[src/rtl/ycbcr444_to_422_if.sv]
// Video stream bundle for the 4:4:4 to 4:2:2 chroma subsampler.
// Inputs are the 8-bit 4:4:4 pixel stream with vs/hs/de timing.
// Outputs are the 4:2:2 stream: luma plus interleaved chroma,
// with the timing delayed to match.
interface ycbcr444_to_422_if;
    logic       vs_in;
    logic       hs_in;
    logic       de_in;
    logic [7:0] y_in;
    logic [7:0] cb_in;
    logic [7:0] cr_in;

    logic       vs_out;
    logic       hs_out;
    logic       de_out;
    logic [7:0] y_out;
    logic [7:0] c_out;
    logic       odd_run;

    // Stream source: drives the 4:4:4 pixels and observes the 4:2:2 result.
    modport master (
        output vs_in, hs_in, de_in, y_in, cb_in, cr_in,
        input  vs_out, hs_out, de_out, y_out, c_out, odd_run
    );

    // Subsampler side of the bundle.
    modport slave (
        input  vs_in, hs_in, de_in, y_in, cb_in, cr_in,
        output vs_out, hs_out, de_out, y_out, c_out, odd_run
    );
endinterface

[src/rtl/ycbcr444_to_422.sv]
// YCbCr 4:4:4 -> 4:2:2 chroma subsampler.
// Luma passes through on every pixel. Chroma is averaged over each
// pixel pair; the pair's two averages go out alternately, one per pixel.
// The latency is a fixed 2 clocks, and vs/hs/de are delayed to match.
// A run that ends on an unpaired pixel sends out that pixel's own chroma
// and pulses odd_run on the run's last output cycle.
//
// Phase FSM:
//   state | meaning
//   PH_P0 | the next accepted pixel is the first of a pair (also idle)
//   PH_P1 | the next accepted pixel is the second of a pair
module ycbcr444_to_422 #(
    parameter int unsigned CB_FIRST = 1,
    parameter int unsigned ROUND    = 1
) (
    input  logic             clk,
    input  logic             rst_b,
    ycbcr444_to_422_if.slave vid
);
    typedef enum logic {
        PH_P0 = 1'b0,
        PH_P1 = 1'b1
    } phase_e;

    localparam logic [8:0] RND    = (ROUND != 0) ? 9'd1 : 9'd0;
    localparam bit         CB_SEL = (CB_FIRST != 0);

    phase_e     phase_q;
    phase_e     phase_nxt;

    // After a reset, any run already in progress is ignored until de_in
    // has gone low once. This makes sure that pairing always restarts on
    // a real run start.
    logic       armed_q;
    logic       de_eff;

    logic [7:0] s1_y;
    logic [7:0] s1_cb;
    logic [7:0] s1_cr;
    logic       s1_phase;
    logic       s1_de;

    logic [1:0] vs_sr;
    logic [1:0] hs_sr;
    logic       de_q2;

    logic [8:0] cb_sum;
    logic [8:0] cr_sum;
    logic [7:0] cb_avg;
    logic [7:0] cr_avg;

    logic [7:0] y_q;
    logic [7:0] c_q;
    logic [7:0] hold_q;
    logic       odd_q;
    logic [7:0] y_nxt;
    logic [7:0] c_nxt;
    logic [7:0] hold_nxt;
    logic       odd_nxt;

    assign de_eff = vid.de_in & armed_q;

    // Arm pairing on the first de_in-low cycle seen after reset.
    always_ff @(posedge clk or negedge rst_b) begin
        if (!rst_b) begin
            armed_q <= 1'b0;
        end else if (!vid.de_in) begin
            armed_q <= 1'b1;
        end
    end

    // Phase state register.
    always_ff @(posedge clk or negedge rst_b) begin
        if (!rst_b) begin
            phase_q <= PH_P0;
        end else begin
            phase_q <= phase_nxt;
        end
    end

    // Phase toggles per accepted pixel; any de gap returns it to P0.
    always_comb begin
        phase_nxt = PH_P0;
        if (de_eff) begin
            phase_nxt = (phase_q == PH_P0) ? PH_P1 : PH_P0;
        end
    end

    // Stage 1: capture the pixel and its pair position; zero when idle.
    always_ff @(posedge clk or negedge rst_b) begin
        if (!rst_b) begin
            s1_y     <= 8'd0;
            s1_cb    <= 8'd0;
            s1_cr    <= 8'd0;
            s1_phase <= 1'b0;
            s1_de    <= 1'b0;
        end else if (de_eff) begin
            s1_y     <= vid.y_in;
            s1_cb    <= vid.cb_in;
            s1_cr    <= vid.cr_in;
            s1_phase <= (phase_q == PH_P1);
            s1_de    <= 1'b1;
        end else begin
            s1_y     <= 8'd0;
            s1_cb    <= 8'd0;
            s1_cr    <= 8'd0;
            s1_phase <= 1'b0;
            s1_de    <= 1'b0;
        end
    end

    // Pair averages. The partner of P0 in stage 1 is the live input.
    // With no partner, the P0 chroma is used unchanged.
    // Sums are 9 bits wide, so 255 + 255 + 1 cannot overflow.
    always_comb begin
        cb_sum = {1'b0, s1_cb} + {1'b0, vid.cb_in} + RND;
        cr_sum = {1'b0, s1_cr} + {1'b0, vid.cr_in} + RND;
        cb_avg = s1_cb;
        cr_avg = s1_cr;
        if (de_eff) begin
            cb_avg = cb_sum[8:1];
            cr_avg = cr_sum[8:1];
        end
    end

    // Stage 2 next values. P0 sends one average and parks the other,
    // and P1 then sends the parked one.
    always_comb begin
        y_nxt    = 8'd0;
        c_nxt    = 8'd0;
        hold_nxt = hold_q;
        odd_nxt  = 1'b0;
        if (s1_de) begin
            y_nxt = s1_y;
            if (!s1_phase) begin
                c_nxt    = CB_SEL ? cb_avg : cr_avg;
                hold_nxt = CB_SEL ? cr_avg : cb_avg;
                odd_nxt  = ~de_eff;
            end else begin
                c_nxt = hold_q;
            end
        end
    end

    // Stage 2 output registers.
    always_ff @(posedge clk or negedge rst_b) begin
        if (!rst_b) begin
            y_q    <= 8'd0;
            c_q    <= 8'd0;
            hold_q <= 8'd0;
            odd_q  <= 1'b0;
        end else begin
            y_q    <= y_nxt;
            c_q    <= c_nxt;
            hold_q <= hold_nxt;
            odd_q  <= odd_nxt;
        end
    end

    // Two-stage timing delay. de follows the gated enable, so pixels
    // that are dropped after a reset never show up as active output.
    always_ff @(posedge clk or negedge rst_b) begin
        if (!rst_b) begin
            vs_sr <= 2'b00;
            hs_sr <= 2'b00;
            de_q2 <= 1'b0;
        end else begin
            vs_sr <= {vs_sr[0], vid.vs_in};
            hs_sr <= {hs_sr[0], vid.hs_in};
            de_q2 <= s1_de;
        end
    end

    assign vid.vs_out  = vs_sr[1];
    assign vid.hs_out  = hs_sr[1];
    assign vid.de_out  = de_q2;
    assign vid.y_out   = y_q;
    assign vid.c_out   = c_q;
    assign vid.odd_run = odd_q;
endmodule

[src/flat_wrapper.sv]
// flat-port wrapper written by rule: the top's interface ports become plain ports
module ycbcr444_to_422_flat 
#(
    parameter int unsigned CB_FIRST = 1,
    parameter int unsigned ROUND    = 1
)
  (clk, rst_b, vid_vs_in, vid_hs_in, vid_de_in, vid_y_in, vid_cb_in, vid_cr_in, vid_vs_out, vid_hs_out, vid_de_out, vid_y_out, vid_c_out, vid_odd_run);
  ycbcr444_to_422_if vid_i ();
  input  logic clk;
  input  logic rst_b;
  input wire logic [$bits(vid_i.vs_in)-1:0] vid_vs_in;
  input wire logic [$bits(vid_i.hs_in)-1:0] vid_hs_in;
  input wire logic [$bits(vid_i.de_in)-1:0] vid_de_in;
  input wire logic [$bits(vid_i.y_in)-1:0] vid_y_in;
  input wire logic [$bits(vid_i.cb_in)-1:0] vid_cb_in;
  input wire logic [$bits(vid_i.cr_in)-1:0] vid_cr_in;
  output wire logic [$bits(vid_i.vs_out)-1:0] vid_vs_out;
  output wire logic [$bits(vid_i.hs_out)-1:0] vid_hs_out;
  output wire logic [$bits(vid_i.de_out)-1:0] vid_de_out;
  output wire logic [$bits(vid_i.y_out)-1:0] vid_y_out;
  output wire logic [$bits(vid_i.c_out)-1:0] vid_c_out;
  output wire logic [$bits(vid_i.odd_run)-1:0] vid_odd_run;
  assign vid_i.vs_in = vid_vs_in;
  assign vid_i.hs_in = vid_hs_in;
  assign vid_i.de_in = vid_de_in;
  assign vid_i.y_in = vid_y_in;
  assign vid_i.cb_in = vid_cb_in;
  assign vid_i.cr_in = vid_cr_in;
  assign vid_vs_out = vid_i.vs_out;
  assign vid_hs_out = vid_i.hs_out;
  assign vid_de_out = vid_i.de_out;
  assign vid_y_out = vid_i.y_out;
  assign vid_c_out = vid_i.c_out;
  assign vid_odd_run = vid_i.odd_run;
  ycbcr444_to_422 #(.CB_FIRST(CB_FIRST), .ROUND(ROUND)) u_core (.clk(clk), .rst_b(rst_b), .vid(vid_i));
endmodule
[config.mk]
export PLATFORM = sky130hd
export DESIGN_NAME = ycbcr444_to_422_flat
export DESIGN_NICKNAME = d
export VERILOG_FILES = /design/src/rtl/ycbcr444_to_422_if.sv /design/src/rtl/ycbcr444_to_422.sv /design/src/flat_wrapper.sv
export SDC_FILE = /design/constraint.sdc
export NUM_CORES = 1
export LEC_CHECK = 0
export CORE_MARGIN = 2
export CORE_UTILIZATION = 52
export DETAILED_ROUTE_END_ITERATION = 7
export PLACE_DENSITY = 0.8
export REMOVE_ABC_BUFFERS = 1
export SETUP_SLACK_MARGIN = 0.1
export SLEW_MARGIN = 20
export SYNTH_ARGS = -nofsm -noshare
export SYNTH_HDL_FRONTEND = slang
export SYNTH_SLANG_ARGS = --single-unit
[constraint.sdc]
create_clock -name clk -period 2.55 [get_ports clk]
set_clock_uncertainty 0.2 [all_clocks]
set_input_delay 0.255 -clock clk [delete_from_list [all_inputs] [get_ports clk]]
set_output_delay 0.255 -clock clk [all_outputs]
set_load 0.03 [all_outputs]
==> flow_summary.ini <==
[status]
status = completed

[placement]
dp_cells = 350
port_buffers = 48
hpwlAfterDp_um = 3670
placed_area_sq_um = 3220
pre_cts_ws_ps = -33.8
gp_congestion = 0.881

[clock_network]
cts_inserted_buffers = 9
clkTransAtPathRegs_ps = 70
clock-sinks = 58
h-tree-depth = 3
ctsResizeCount = 0
cts_tree = done
cts-root-buf = clkbuf_8
cts.path.max_buffers = 2
clk_latency_ps = 340

[global_route]
antenna_found_initial = 0
use_met1_pct = 26.8
use_met3_pct = 4.82
overflow = 0
grt_most_used_layer = met2
grt_max_degree = 27
grtUsageMet2_pct = 35.4
grt_pass1_vias = 2070
grt_usage_pct = 21.8
grt_pass1_wl_um = 9050

[floorplanning]
die_area_sq_um = 5650
rows = 25
die_h_um = 75.2
pin_count = 49
core_area_sq_um = 4820
die_x_um = 75.2
start_util_pct = 54.7

[timing]
fin_crit_ps = 2340
hold_ws_ps = 150
worstMarginPinSlew_ps = 455
fmax_ghz = 0.427
rsz0062_at_grt = no
hold_viol = 0
setup_viol = 0
slew_headroom_pct = 69.7
setup_ws_ps = 210
drv_slew = 0
period_share_pct = 91.7

[worst_setup_path]
r2r_slack_ps = 210
path_max_fanout = 3
max_stage_delay_ps = 410
worstPathArrival_ps = 2360
cp_data_required_time_ps = 2570
cp_slowest_cell = fa_1
path_class = register to register
cp-start-kind = register
crit_path_end_kind = register
path_cells = or2_2, fa_1, a211oi_2, o21bai_1, a21oi_2, mux2i_1, a221o_1

[worst_hold_path]
hp-class = input port to register

[synthesis]
ys_seq_elements = 58
avgSynthCellArea_sq_um = 11.2
yosysUniqueCellTypes = 47
netlist_top_cells_count = 58 x dfrtp_1, 27 x and3_1, 17 x nand2_1
synth_edf_count = 0
synth_top_family_by_area = simple AND/OR/NAND/NOR gates
yosysMostFrequentCell = dfrtp_1
synthAdderAreaFrac_pct = 8.17
yosys.area.top_type = dfrtp_1
synth_simple_gate_area_share_pct = 15.4
netlist_area_sq_um = 2630
synth-main-ff-cell = dfrtp_1
yosys-mux-area-fraction_pct = 1.52
yosysWarnings = 0
synthXorXnorAreaFrac_pct = 2.00
async_flop_share_pct = 100
netlist_instances = 235
netlist.area_leader.share_pct = 55.1
synth_area_leaders = dfrtp_1 55%, ha_1 6.7%, and3_1 6.4%, a21oi_1 2.7%, nand2_1 2.4%
synth-seq-area-share_pct = 55.1
synth_compound_area_share_pct = 15.2

[pwr]
peakVddDrop_v = 0.000413
powerDensity_nw_per_um2 = 699
p_leak_uw = 0.00168

[detailed_routing]
vias_per_cell = 5.45
drc = 0
via_count = 2001
wl_per_cell_um = 14.5
routed_wirelength_um = 5320
firstDrtPassIters = 4
drt_iter0_drc = 161
ant_nets = 0

[layout]
nets = 340
drive_above_1_share_pct = 12.0
finalNonFillerCells = 367
area_delta_synth_final_pct = 31.9
num_antenna_cells = 0
final_design_area_no_fill_sq_um = 3470

[flow_run]
maxCapViolations = 0
==> registers in the layout (all words and copies together) (netlist names), 2 cells and up <==
name and flops:
u_core.s1_cb 8, u_core.s1_cr 8, u_core.s1_y 8, u_core.vs_sr 2
u_core.hs_sr 2, u_core.hold_q 8, u_core.vid.c_out 8, u_core.vid.y_out 8
==> worst max-delay path: cells and delay by family, from the launching register on <==
family / cells / cell delay, ps
simple gates: 1 / 310
fa+ha+maj: 1 / 410
compound gates: 4 / 820
flops: 1 / 390
mux: 1 / 90
==> routing by layer <==
layer  routed length (um)  part of all wire [%]
met5                    0                     0
met4                  157                   3.0
met3                  235                   4.4
met2                 2540                    48
met1                 2390                    45
==> logic make-up (layout without fill, tap and decap cells) <==
kind of cell             Yosys count  count (layout)
adder cells (fa/ha/maj)           16              16
AND/OR/NAND/NOR                   76              76
XOR/XNOR                           6               6
flip-flops                        58              58
buffers and inverters             16              81
multiplexers                       4               4
AO/OA/AOI/OAI                     59              59
==> power by group <==
group	leakage, uW	internal [uW]	total, uW	switching (uW)
registers	0.000742	987	1020	32.6
logic	0.000817	185	389	204
clock network	0.000120	648	1020	372
==> what timing repair did <==
item,CTS,global route
hold buffers,1,0
buffers inserted,0,0
endpoints found under the hold margin,20,0
==> layout make-up <==
cell class / instances / area (sq um)
sequential: 58 / 1450
multi-input combinational: 161 / 1110
tap: 67 / 83.8
clock inverter: 7 / 116
fill: 352 / 1340
clock buffer: 9 / 124
timing repair buffer: 59 / 561
inverter: 6 / 22.5
==> through the flow <==
step | power [uW] | utilization, % | setup TNS (ps)
after floorplan | 1250 | - | 0
after global placement | 1410 | 66.9 | 0
after detailed placement | 1420 | 66.9 | -33.8
after CTS | 2440 | 72.1 | 0
after global routing | 2530 | 72.1 | 0
final | 2430 | 72.1 | 0
==> layout by cell type (no fill, tap or decap), types with 2 or more instances in the layout <==
master,n
a21o_1,3
ha_1,14
o21ai_0,7
nand2b_1,2
o21ai_1,9
clkbuf_8,9
nor2_1,12
a31oi_1,2
a21oi_1,14
dfrtp_1,58
inv_2,2
nor2b_1,2
o211ai_1,3
mux2i_1,4
and4_1,2
clkinv_2,2
clkdlybuf4s50_1,47
bufinv_16,3
a211oi_1,4
xor2_1,5
and3_1,27
or3_1,2
and2_1,8
inv_1,4
nand2_1,17
buf_4,10
fa_1,2
==> final timing paths <==
check                                           end       startpoint  cells past startpoint
worst min-delay path                u_core.vs_sr[0]        vid_vs_in                      1
worst max-delay path               u_core.hold_q[5]  u_core.s1_cr[0]                      7
worst max register to register     u_core.hold_q[5]  u_core.s1_cr[0]                      7
worst min register to register      u_core.vs_sr[1]  u_core.vs_sr[0]                      0
min in group asynchronous       u_core.vid.c_out[0]            rst_b                      2
max in group asynchronous           u_core.s1_cb[3]            rst_b                      3
Note: power is estimated with default switching activity, not from simulation.
